[src/rtl/dmem_req_ctrl_pkg.sv]
// Shared encodings for the MEM-stage data-memory request controller:
// load/store type codes, bus size codes, FSM states and the latched request record.
package dmem_req_ctrl_pkg;

  localparam logic [3:0] MR_LB  = 4'b1001;
  localparam logic [3:0] MR_LBU = 4'b0001;
  localparam logic [3:0] MR_LH  = 4'b1011;
  localparam logic [3:0] MR_LHU = 4'b0011;
  localparam logic [3:0] MR_LW  = 4'b1111;

  localparam logic [3:0] MW_SB  = 4'b0001;
  localparam logic [3:0] MW_SH  = 4'b0011;
  localparam logic [3:0] MW_SW  = 4'b1111;

  localparam logic [1:0] SIZE_BYTE = 2'd0;
  localparam logic [1:0] SIZE_HALF = 2'd1;
  localparam logic [1:0] SIZE_WORD = 2'd2;

  localparam logic [1:0] S_IDLE = 2'd0;
  localparam logic [1:0] S_REQ  = 2'd1;
  localparam logic [1:0] S_WAIT = 2'd2;
  localparam logic [1:0] S_DONE = 2'd3;

  // Request attributes held stable while the bus has not yet accepted the address
  typedef struct packed {
    logic        wr;
    logic        load;
    logic [1:0]  size;
    logic [31:0] wdata;
  } req_t;

  function automatic logic is_load(input logic [3:0] mtr);
    case (mtr)
      MR_LB, MR_LBU, MR_LH, MR_LHU, MR_LW: is_load = 1'b1;
      default:                             is_load = 1'b0;
    endcase
  endfunction

  function automatic logic is_store(input logic [3:0] mw);
    case (mw)
      MW_SB, MW_SH, MW_SW: is_store = 1'b1;
      default:             is_store = 1'b0;
    endcase
  endfunction

endpackage

[src/rtl/dmem_req_ctrl_store_align.sv]
// Combinational access decode: bus size, lane-replicated store data and
// address-alignment errors for the MEM-stage load/store.
module dmem_req_ctrl_store_align
  import dmem_req_ctrl_pkg::*;
(
  input  logic [3:0]  memwrite,
  input  logic [3:0]  memtoreg,
  input  logic [1:0]  addr_lo,
  input  logic [31:0] writedata,
  output logic [1:0]  data_size,
  output logic [31:0] data_wdata,
  output logic        adel,
  output logic        ades
);

  // Stores take precedence; otherwise the load type selects size and alignment rule
  always_comb begin
    data_size  = SIZE_WORD;
    data_wdata = writedata;
    adel       = 1'b0;
    ades       = 1'b0;
    case (memwrite)
      MW_SB: begin
        data_size  = SIZE_BYTE;
        data_wdata = {4{writedata[7:0]}};
      end
      MW_SH: begin
        data_size  = SIZE_HALF;
        data_wdata = {2{writedata[15:0]}};
        ades       = addr_lo[0];
      end
      MW_SW: begin
        data_size  = SIZE_WORD;
        ades       = |addr_lo;
      end
      default: begin
        case (memtoreg)
          MR_LB, MR_LBU: data_size = SIZE_BYTE;
          MR_LH, MR_LHU: begin
            data_size = SIZE_HALF;
            adel      = addr_lo[0];
          end
          MR_LW: begin
            data_size = SIZE_WORD;
            adel      = |addr_lo;
          end
          default: data_size = SIZE_WORD;
        endcase
      end
    endcase
  end

endmodule

[src/rtl/dmem_req_ctrl.sv]
// MEM-stage data-memory request controller: one sram-like transaction per load/store,
// pipeline stall until data_ok, and capture of the raw word for the load extender.
module dmem_req_ctrl
  import dmem_req_ctrl_pkg::*;
#(
  parameter int ADDR_W = 32,
  parameter int DATA_W = 32
) (
  input  logic              clk,
  input  logic              resetn,
  input  logic              mem_en,
  input  logic [3:0]        memtoreg,
  input  logic [3:0]        memwrite,
  input  logic [ADDR_W-1:0] addr,
  input  logic [DATA_W-1:0] writedata,
  input  logic              flush,
  input  logic              mem_advance,
  output logic              data_req,
  output logic              data_wr,
  output logic [1:0]        data_size,
  output logic [ADDR_W-1:0] data_addr,
  output logic [DATA_W-1:0] data_wdata,
  input  logic              data_addr_ok,
  input  logic              data_data_ok,
  input  logic [DATA_W-1:0] data_rdata,
  output logic [DATA_W-1:0] readdata,
  output logic [1:0]        lbshift,
  output logic              stall,
  output logic              adel,
  output logic              ades
);

  logic [1:0]        state_r;
  logic [1:0]        state_nxt_s;
  logic              discard_r;
  req_t              req_r;
  logic [ADDR_W-1:0] addr_r;
  logic              load_s;
  logic              store_s;
  logic              adel_raw_s;
  logic              ades_raw_s;
  logic              issue_s;
  logic              resp_s;
  logic [1:0]        size_s;
  logic [31:0]       wdata_s;

  dmem_req_ctrl_store_align u_align (
    .memwrite   (memwrite),
    .memtoreg   (memtoreg),
    .addr_lo    (addr[1:0]),
    .writedata  (writedata),
    .data_size  (size_s),
    .data_wdata (wdata_s),
    .adel       (adel_raw_s),
    .ades       (ades_raw_s)
  );

  assign load_s  = is_load(memtoreg);
  assign store_s = is_store(memwrite);
  assign adel    = mem_en & adel_raw_s;
  assign ades    = mem_en & ades_raw_s;
  assign issue_s = (state_r == S_IDLE) & mem_en & (load_s | store_s)
                   & ~adel & ~ades & ~flush;
  assign resp_s  = (state_r == S_WAIT) & data_data_ok;

  // Bus-side drive: live MEM inputs in IDLE, latched copies once a request is pending
  always_comb begin
    data_req = issue_s | (state_r == S_REQ);
    stall    = (issue_s | (state_r == S_REQ) | ((state_r == S_WAIT) & ~data_data_ok))
               & ~discard_r;
    if (state_r == S_IDLE) begin
      data_wr    = store_s;
      data_size  = size_s;
      data_addr  = addr;
      data_wdata = wdata_s;
    end else begin
      data_wr    = req_r.wr;
      data_size  = req_r.size;
      data_addr  = addr_r;
      data_wdata = req_r.wdata;
    end
  end

  // Next-state logic; a flushed transaction skips DONE once its data_ok arrives
  always_comb begin
    case (state_r)
      S_IDLE: begin
        if (issue_s) state_nxt_s = data_addr_ok ? S_WAIT : S_REQ;
        else         state_nxt_s = S_IDLE;
      end
      S_REQ: begin
        if (data_addr_ok) state_nxt_s = S_WAIT;
        else              state_nxt_s = S_REQ;
      end
      S_WAIT: begin
        if (data_data_ok) state_nxt_s = (discard_r | flush) ? S_IDLE : S_DONE;
        else              state_nxt_s = S_WAIT;
      end
      S_DONE: begin
        if (mem_advance | flush) state_nxt_s = S_IDLE;
        else                     state_nxt_s = S_DONE;
      end
      default: state_nxt_s = S_IDLE;
    endcase
  end

  // State, request latch, discard flag and load-result capture
  always_ff @(posedge clk or negedge resetn) begin
    if (!resetn) begin
      state_r   <= S_IDLE;
      discard_r <= 1'b0;
      req_r     <= '0;
      addr_r    <= '0;
      readdata  <= '0;
      lbshift   <= 2'b00;
    end else begin
      state_r <= state_nxt_s;
      if (issue_s) begin
        req_r.wr    <= store_s;
        req_r.load  <= load_s & ~store_s;
        req_r.size  <= size_s;
        req_r.wdata <= wdata_s;
        addr_r      <= addr;
      end
      if (resp_s) begin
        discard_r <= 1'b0;
      end else if (((state_r == S_REQ) | (state_r == S_WAIT)) & flush) begin
        discard_r <= 1'b1;
      end
      if (resp_s & ~discard_r & ~flush) begin
        if (req_r.load) begin
          readdata <= data_rdata;
        end
        lbshift <= addr_r[1:0];
      end
    end
  end

endmodule

[config.mk]
export PLATFORM = sky130hd
export DESIGN_NAME = dmem_req_ctrl
export DESIGN_NICKNAME = d
export VERILOG_FILES = /design/src/rtl/dmem_req_ctrl_pkg.sv /design/src/rtl/dmem_req_ctrl_store_align.sv /design/src/rtl/dmem_req_ctrl.sv
export SDC_FILE = /design/constraint.sdc
export NUM_CORES = 1
export LEC_CHECK = 0
export ABC_CLOCK_PERIOD_IN_PS = 4850
export CORE_MARGIN = 3
export CORE_UTILIZATION = 48
export CTS_CLUSTER_DIAMETER = 80
export CTS_CLUSTER_SIZE = 12
export DETAILED_ROUTE_END_ITERATION = 6
export HOLD_SLACK_MARGIN = 0.05
export PLACE_DENSITY_LB_ADDON = 0.12
export SYNTH_ARGS = -nofsm -noshare
export SYNTH_HDL_FRONTEND = slang
export SYNTH_SLANG_ARGS = --single-unit
export TNS_END_PERCENT = 20
[constraint.sdc]
create_clock -name clk -period 4.85 [get_ports clk]
set_clock_uncertainty 0.2 [all_clocks]
set_input_delay 0.485 -clock clk [delete_from_list [all_inputs] [get_ports clk]]
set_output_delay 0.485 -clock clk [all_outputs]
set_load 0.01 [all_outputs]
==> impl_metrics.sql, run 1 <==
INSERT INTO impl_metrics (metric_group, metric, value, unit) VALUES
('clock_network', 'cts_max_level', '3', ''),
('power', 'power_frac_seq', '44.8', '%'),
('route', 'drt-pass1-iter-count', '5', ''),
('clock_network', 'clockRootBuffer', 'sky130_fd_sc_hd__clkbuf_16', ''),
('critical_path', 'rrSetupSlack', '1.55', 'ns'),
('grt', 'globalRouteOverflowTotal', '0', ''),
('cells_and_area', 'post_route_cells_drive_above_1_share', '24.0', '%'),
('timing', 'slew-limit-headroom', '43.0', '%'),
('floorplan', 'core', '11100', 'sq um'),
('critical_path', 'cpPeakStageDelay', '0.96', 'ns'),
('logic_synthesis', 'synth.top_cell.area_share', '47.4', '%'),
('timing', 'crit_share_post_route', '76.3', '%'),
('power', 'power.switching', '668', 'uW'),
('cells_and_area', 'design_area', '8070', 'sq um'),
('power', 'pwr-share-clk', '27.0', '%'),
('logic_synthesis', 'yosys-top-cells-area', 'sky130_fd_sc_hd__dfrtp_1, sky130_fd_sc_hd__mux2_2, sky130_fd_sc_hd__mux2_4, sky130_fd_sc_hd__mux2i_1, sky130_fd_sc_hd__a21oi_1', ''),
('place', 'placed_inst_area', '7780', 'sq um'),
('critical_path', 'r2r-end', 'addr_r[26]', ''),
('critical_path', 'cp_num_buf_inv', '2', ''),
('cells_and_area', 'syn_to_final_growth', '45.6', '%'),
('critical_path', 'critical_path_data_required_time', '4.16', 'ns'),
('floorplan', 'die_height', '113', 'um'),
('timing', 'hold-worst-slack', '0.0375', 'ns'),
('route', 'routed_wire_length_per_instance', '18.3', 'um'),
('clock_network', 'clk_latency', '0.33', 'ns'),
('critical_path', 'arrival', '3.02', 'ns'),
('power', 'p_leak', '0.00355', 'uW'),
('critical_path', 'cpMostUsedCell', 'sky130_fd_sc_hd__clkdlybuf4s50_1', ''),
('power', 'combinationalPowerShare', '28.1', '%'),
('cells_and_area', 'design.final.nets', '755', ''),
('floorplan', 'initial_utilization', '50.0', '%'),
('route', 'routed_via_density', '5.27', ''),
('timing', 'worstMarginPinSlew', '0.856', 'ns'),
('critical_path', 'worstSetupStartpointType', 'input port', ''),
('route', 'first_iter_violations', '163', ''),
('route', 'drt.antenna.violating_nets', '0', ''),
('floorplan', 'row_count', '38', ''),
('logic_synthesis', 'syn_inst', '434', ''),
('place', 'port-buffer-count', '215', ''),
('logic_synthesis', 'synth.net_count', '549', ''),
('critical_path', 'family_of_cells_with_the_greatest_summed_delay_on_the_critical_path', 'buffers and inverters', ''),
('cells_and_area', 'antennaDiodeCount', '0', ''),
('grt', 'grt_antenna_before_repair', '0', ''),
('place', 'dp.final_hpwl', '10600', 'um'),
('logic_synthesis', 'synth.distinct_cells', '40', ''),
('timing', 'setup-tns-final', '0', 'ns'),
('route', 'vias', '4126', ''),
('logic_synthesis', 'postSynthAreaPerCell', '12.8', 'sq um'),
('min_path', 'hold_path_class', 'in2async', ''),
('logic_synthesis', 'async_flop_share', '100', '%'),
('status', 'outcome', 'complete, no violations', ''),
('power', 'worst_ir_drop_on_vdd', '0.198', 'mV'),
('route', 'finalWirelength', '14400', 'um'),
('grt', 'globalRouteTotalUtil', '22.4', '%'),
('critical_path', 'worst_r2r_path_depth', '7', ''),
('timing', 'finalWorstSetupSlack', '1.15', 'ns'),
('timing', 'achievable-frequency', '270', 'MHz'),
('clock_network', 'cts_tree', 'built', ''),
('clock_network', 'cts_buffers', '9', ''),
('run', 'timing.max_cap.violations', '0', ''),
('floorplan', 'fp.dieArea', '12900', 'sq um'),
('clock_network', 'post_cts.resized_instances', '0', ''),
('critical_path', 'crit_path_start', 'memwrite[1]', ''),
('clock_network', 'cts.hold.buffers_added', '0', ''),
('timing', 'final_report_hold_violation_count', '0', ''),
('logic_synthesis', 'synth_enable_flop_cells', '0', ''),
('power', 'p_per_area', '324', 'nW/um^2'),
('critical_path', 'cp.depth', '5', ''),
('grt', 'pin_count_of_the_biggest_net_entering_global_routing', '65', ''),
('logic_synthesis', 'synth_seq_area_share', '47.4', '%'),
('logic_synthesis', 'synth_top_cell_by_area', 'sky130_fd_sc_hd__dfrtp_1', '');
## cell usage in the layout, fill, tap and decap left out, types with 2 or more instances in the layout
master                            instances
sky130_fd_sc_hd__a21oi_1                 32
sky130_fd_sc_hd__mux2_2                  81
sky130_fd_sc_hd__nand2b_1                 2
sky130_fd_sc_hd__clkbuf_16                9
sky130_fd_sc_hd__nor3b_1                  2
sky130_fd_sc_hd__ha_1                     3
sky130_fd_sc_hd__nand3_1                  2
sky130_fd_sc_hd__dfrtp_1                105
sky130_fd_sc_hd__o21ai_0                  2
sky130_fd_sc_hd__clkdlybuf4s50_1        214
sky130_fd_sc_hd__nand2_1                  6
sky130_fd_sc_hd__buf_4                    7
sky130_fd_sc_hd__nor2_1                  28
sky130_fd_sc_hd__mux2i_1                 42
sky130_fd_sc_hd__inv_1                   24
sky130_fd_sc_hd__mux2_4                  48
sky130_fd_sc_hd__a31oi_1                  2
sky130_fd_sc_hd__a21o_1                   2
sky130_fd_sc_hd__nor2b_1                  5
## stage by stage
stage | power (uW) | utilization (%) | instances
CTS | 2640 | 72.8 | 783
floorplan | 1570 | - | 434
finish | 2620 | 72.8 | 783
global placement | 1900 | 70.3 | 769
detailed placement | 1920 | 70.3 | 769
global route | 2740 | 72.8 | 783
## flip-flops by register name, summed over array words and instances, names as in the netlist
signal,cells
readdata,32
discard_r,1
state_r,2
addr_r,32
lbshift,2
req_r,36
## layer usage
metal  up-vias  wire [um]  track usage, %
met5         -          0               0
met4         0        175            6.25
met3        15       1030            5.52
met2       162       6940            37.0
met1      2016       6220            29.4
li1       1933          -               -
## cells by family (layout without fill, tap and decap cells)
logic type | Yosys count | after routing | synth area share (%)
compound gates | 51 | 51 | 5.64
fa+ha+maj | 4 | 4 | 0.903
buf+inv | 50 | 259 | 4.40
simple gates | 52 | 52 | 4.42
mux | 172 | 172 | 37.2
flops | 105 | 105 | 47.4
## power groups by stage
| stage | combinational [uW] | clock, uW | sequential (uW) |
|---|---|---|---|
| floorplan | 415 | 0 | 1160 |
| global placement | 722 | 0 | 1170 |
| detailed placement | 744 | 0 | 1180 |
| CTS | 746 | 722 | 1170 |
| global route | 795 | 747 | 1200 |
| finish | 736 | 707 | 1170 |
## how the worst max path moves through the flow
stage | slack, ns | end
2_1_floorplan | 2.40 | stall
3_3_place_gp | 1.18 | req_r[3]
3_5_place_dp | 1.09 | req_r[30]
4_1_cts | 1.14 | stall
5_1_grt | 1.03 | data_wdata[8]
6_report | 1.15 | stall
## cell type report
class                      instances  area, sq um
tap                              140          175
clock inverter                     3         42.5
fill                             788         3010
sequential                       105         2630
inverter                          24         90.1
timing repair buffer             221         2190
multi-input combinational        279         2700
clock buffer                      11          243
## cell usage after synthesis, drive strengths merged, types with 2 or more instances
library cell	instances
a21o	2
a21oi	32
a31oi	2
buf	18
clkbuf	8
dfrtp	105
ha	4
inv	24
mux2	130
mux2i	42
nand2	6
nand2b	2
nand3	2
nor2	28
nor2b	5
nor3b	3
o211a	2
o21ai	3
(Power assumes the default switching activity.)
==> run 2, diff against run 1 <==
- ABC_CLOCK_PERIOD_IN_PS: 4850 -> 3300
- CORE_UTILIZATION: 48 -> 40
- clock period: 4.85 -> 3.3 ns (I/O delays scaled with it)
==> impl_metrics.sql, run 2 (synthesized netlist as in run 1, its figures left out) <==
INSERT INTO impl_metrics (metric_group, metric, value, unit) VALUES
('status', 'outcome', 'complete, no violations', ''),
('floorplan', 'die-width', '124', 'um'),
('timing', 'setup-tns-final', '0', 'ns'),
('grt', 'grt_first_pass_wirelength', '21700', 'um'),
('critical_path', 'r2r-end', 'req_r[25]', ''),
('route', 'routed_via_density', '4.96', ''),
('critical_path', 'critical_path_class', 'in2out', ''),
('cells_and_area', 'layout_common_cells', 'sky130_fd_sc_hd__clkdlybuf4s50_1, sky130_fd_sc_hd__dfrtp_1, sky130_fd_sc_hd__mux2_2', ''),
('floorplan', 'core', '13400', 'sq um'),
('critical_path', 'cpMaxStageDelayCell', 'sky130_fd_sc_hd__clkdlybuf4s50_1', ''),
('clock_network', 'cts_tree', 'built', ''),
('critical_path', 'arrival', '2.55', 'ns'),
('clock_network', 'clk_pin_slew_worst_paths', '0.07', 'ns'),
('critical_path', 'cp_num_buf_inv', '3', ''),
('clock_network', 'post_cts.resized_instances', '0', ''),
('min_path', 'worstHoldPathCells', '1', ''),
('critical_path', 'timing.critical_path.fanout_max', '24', ''),
('cells_and_area', 'antennaDiodeCount', '0', ''),
('cells_and_area', 'post_route_cells_drive_above_1_share', '24.7', '%'),
('critical_path', 'r2r-start', 'state_r[0]', ''),
('timing', 'hold-worst-slack', '0.301', 'ns'),
('floorplan', 'top_level_ports', '216', ''),
('critical_path', 'cpMostUsedCell', 'sky130_fd_sc_hd__clkdlybuf4s50_1', ''),
('place', 'dp.final_hpwl', '10700', 'um'),
('critical_path', 'family_of_cells_with_the_greatest_summed_delay_on_the_critical_path', 'buffers and inverters', ''),
('critical_path', 'crit_chain', 'clkdlybuf4s50_1, nor3b_2, buf_4, nor2_1, a21oi_1, mux2_2, clkdlybuf4s50_1', ''),
('timing', 'final_period_minus_worst_setup_slack', '3.08', 'ns'),
('timing', 'grt_setup_unrepaired', 'no', ''),
('critical_path', 'critical_path_data_required_time', '2.77', 'ns'),
('power', 'worst_ir_drop_on_vdd', '0.226', 'mV'),
('timing', 'worstMarginPinSlew', '0.869', 'ns'),
('route', 'first_iter_violations', '111', ''),
('cells_and_area', 'largest_register_ff_count', '36', ''),
('grt', 'first_global_vias', '4186', ''),
('cells_and_area', 'n_fill_cell', '1088', ''),
('min_path', 'min_from', 'readdata[7]', ''),
('min_path', 'hold_path_class', 'reg2reg', ''),
('cells_and_area', 'design.final.nets', '762', ''),
('cells_and_area', 'max_flop_register', 'req_r', ''),
('clock_network', 'ctsLongestPathBuffers', '2', ''),
('route', 'vias', '4107', ''),
('min_path', 'holdPathEnd', 'readdata[7]', ''),
('power', 'p_per_area', '472', 'nW/um^2'),
('timing', 'final-max-slew-violation-count', '0', ''),
('route', 'drt.antenna.violating_nets', '0', ''),
('critical_path', 'worstSetupStartpointType', 'input port', ''),
('grt', 'grt_antenna_before_repair', '0', ''),
('cells_and_area', 'top_regs', 'req_r x36, addr_r x32, readdata x32', ''),
('floorplan', 'initial_utilization', '41.4', '%'),
('route', 'drc_errors', '0', ''),
('cells_and_area', 'syn_to_final_growth', '47.7', '%'),
('place', 'port-buffer-count', '215', ''),
('clock_network', 'cts_buffers', '9', ''),
('clock_network', 'clockRootBuffer', 'sky130_fd_sc_hd__clkbuf_16', ''),
('clock_network', 'cts_num_sinks', '105', ''),
('clock_network', 'clk_latency', '0.34', 'ns'),
('timing', 'final_report_hold_violation_count', '0', ''),
('timing', 'slew-limit-headroom', '42.1', '%'),
('critical_path', 'cpPeakStageDelay', '0.55', 'ns'),
('timing', 'achievable-frequency', '324', 'MHz'),
('critical_path', 'worst_r2r_path_depth', '7', ''),
('grt', 'globalRouteOverflowTotal', '0', ''),
('floorplan', 'die_height', '124', 'um'),
('grt', 'pin_count_of_the_biggest_net_entering_global_routing', '66', ''),
('critical_path', 'rrSetupSlack', '0.86', 'ns'),
('floorplan', 'row_count', '42', ''),
('route', 'routed_wire_length_per_instance', '17.4', 'um'),
('critical_path', 'crit_path_end_kind', 'output port', ''),
('grt', 'globalRouteTotalUtil', '18.4', '%'),
('clock_network', 'cts.hold.buffers_added', '1', ''),
('power', 'p_leak', '0.00359', 'uW'),
('route', 'finalWirelength', '14400', 'um'),
('route', 'drt-pass1-iter-count', '4', ''),
('run', 'timing.max_cap.violations', '0', ''),
('cells_and_area', 'layout_commonest_cell', 'sky130_fd_sc_hd__clkdlybuf4s50_1', ''),
('floorplan', 'fp.dieArea', '15300', 'sq um'),
('timing', 'timing.final.setup_violations', '0', ''),
('place', 'gp_congestion', '0.808', ''),
('timing', 'crit_share_post_route', '93.4', '%'),
('clock_network', 'cts_max_level', '3', ''),
('clock_network', 'post-cts-setup-buffers', '0', '');
-- run 2: changes by cell type in the layout (fill, tap and decap cells not counted) --
cell | previous run | this run
sky130_fd_sc_hd__buf_4 | 7 | 12
sky130_fd_sc_hd__clkbuf_8 | 1 | 0
sky130_fd_sc_hd__clkbuf_1 | 1 | 2
sky130_fd_sc_hd__buf_12 | 0 | 1
sky130_fd_sc_hd__dlygate4sd3_1 | 0 | 1
sky130_fd_sc_hd__clkinv_4 | 0 | 1
sky130_fd_sc_hd__clkinv_2 | 1 | 2
-- run 2: worst max path at each step --
stage / start / end / slack (ns) / cells past startpoint
2_1_floorplan: state_r[0] / data_addr[0] / 1.15 / 5
3_3_place_gp: memwrite[0] / data_wdata[30] / 0.30 / 7
3_5_place_dp: memwrite[0] / data_wdata[25] / 0.24 / 7
4_1_cts: memwrite[0] / data_wdata[25] / 0.22 / 7
5_1_grt: memwrite[0] / data_wdata[25] / 0.06 / 7
6_report: memwrite[0] / data_wdata[30] / 0.22 / 7
-- run 2: routing by layer --
layer,track usage (%),wire length [um],up-vias,part of all wire [%]
met5,0,0,-,0
met4,6.44,238,0,1.6
met3,4.50,1050,14,7.3
met2,30.3,6940,140,48
met1,23.6,6210,2001,43
li1,-,-,1952,-
-- run 2: final cells by class --
type | instances | area [sq um] | area share, %
repair buffers | 228 | 2260 | 27.6
multi-input cells | 279 | 2700 | 33.0
well taps | 176 | 220 | 2.69
clock buffers | 11 | 233 | 2.84
inverters | 24 | 90.1 | 1.10
clock inverters | 5 | 56.3 | 0.688
flip-flops and latches | 105 | 2630 | 32.1
-- run 2: per-stage QoR --
| step | setup slack [ns] | instance area [sq um] | total power [uW] | instances | util, % |
|---|---|---|---|---|---|
| 5_1_grt | 0.0633 | 8190 | 4090 | 828 | 61.1 |
| 4_1_cts | 0.222 | 8190 | 3920 | 828 | 61.1 |
| 3_3_place_gp | 0.303 | 7890 | 2800 | 811 | 58.9 |
| 6_report | 0.217 | 8190 | 3860 | 828 | 61.1 |
| 3_5_place_dp | 0.238 | 7890 | 2830 | 811 | 58.9 |
| 2_1_floorplan | 1.15 | 5540 | 2310 | 434 | - |
-- run 2: report_power, final --
part	internal (uW)	switching (uW)
Clock	588	471
Combinational	702	386
Sequential	1560	150
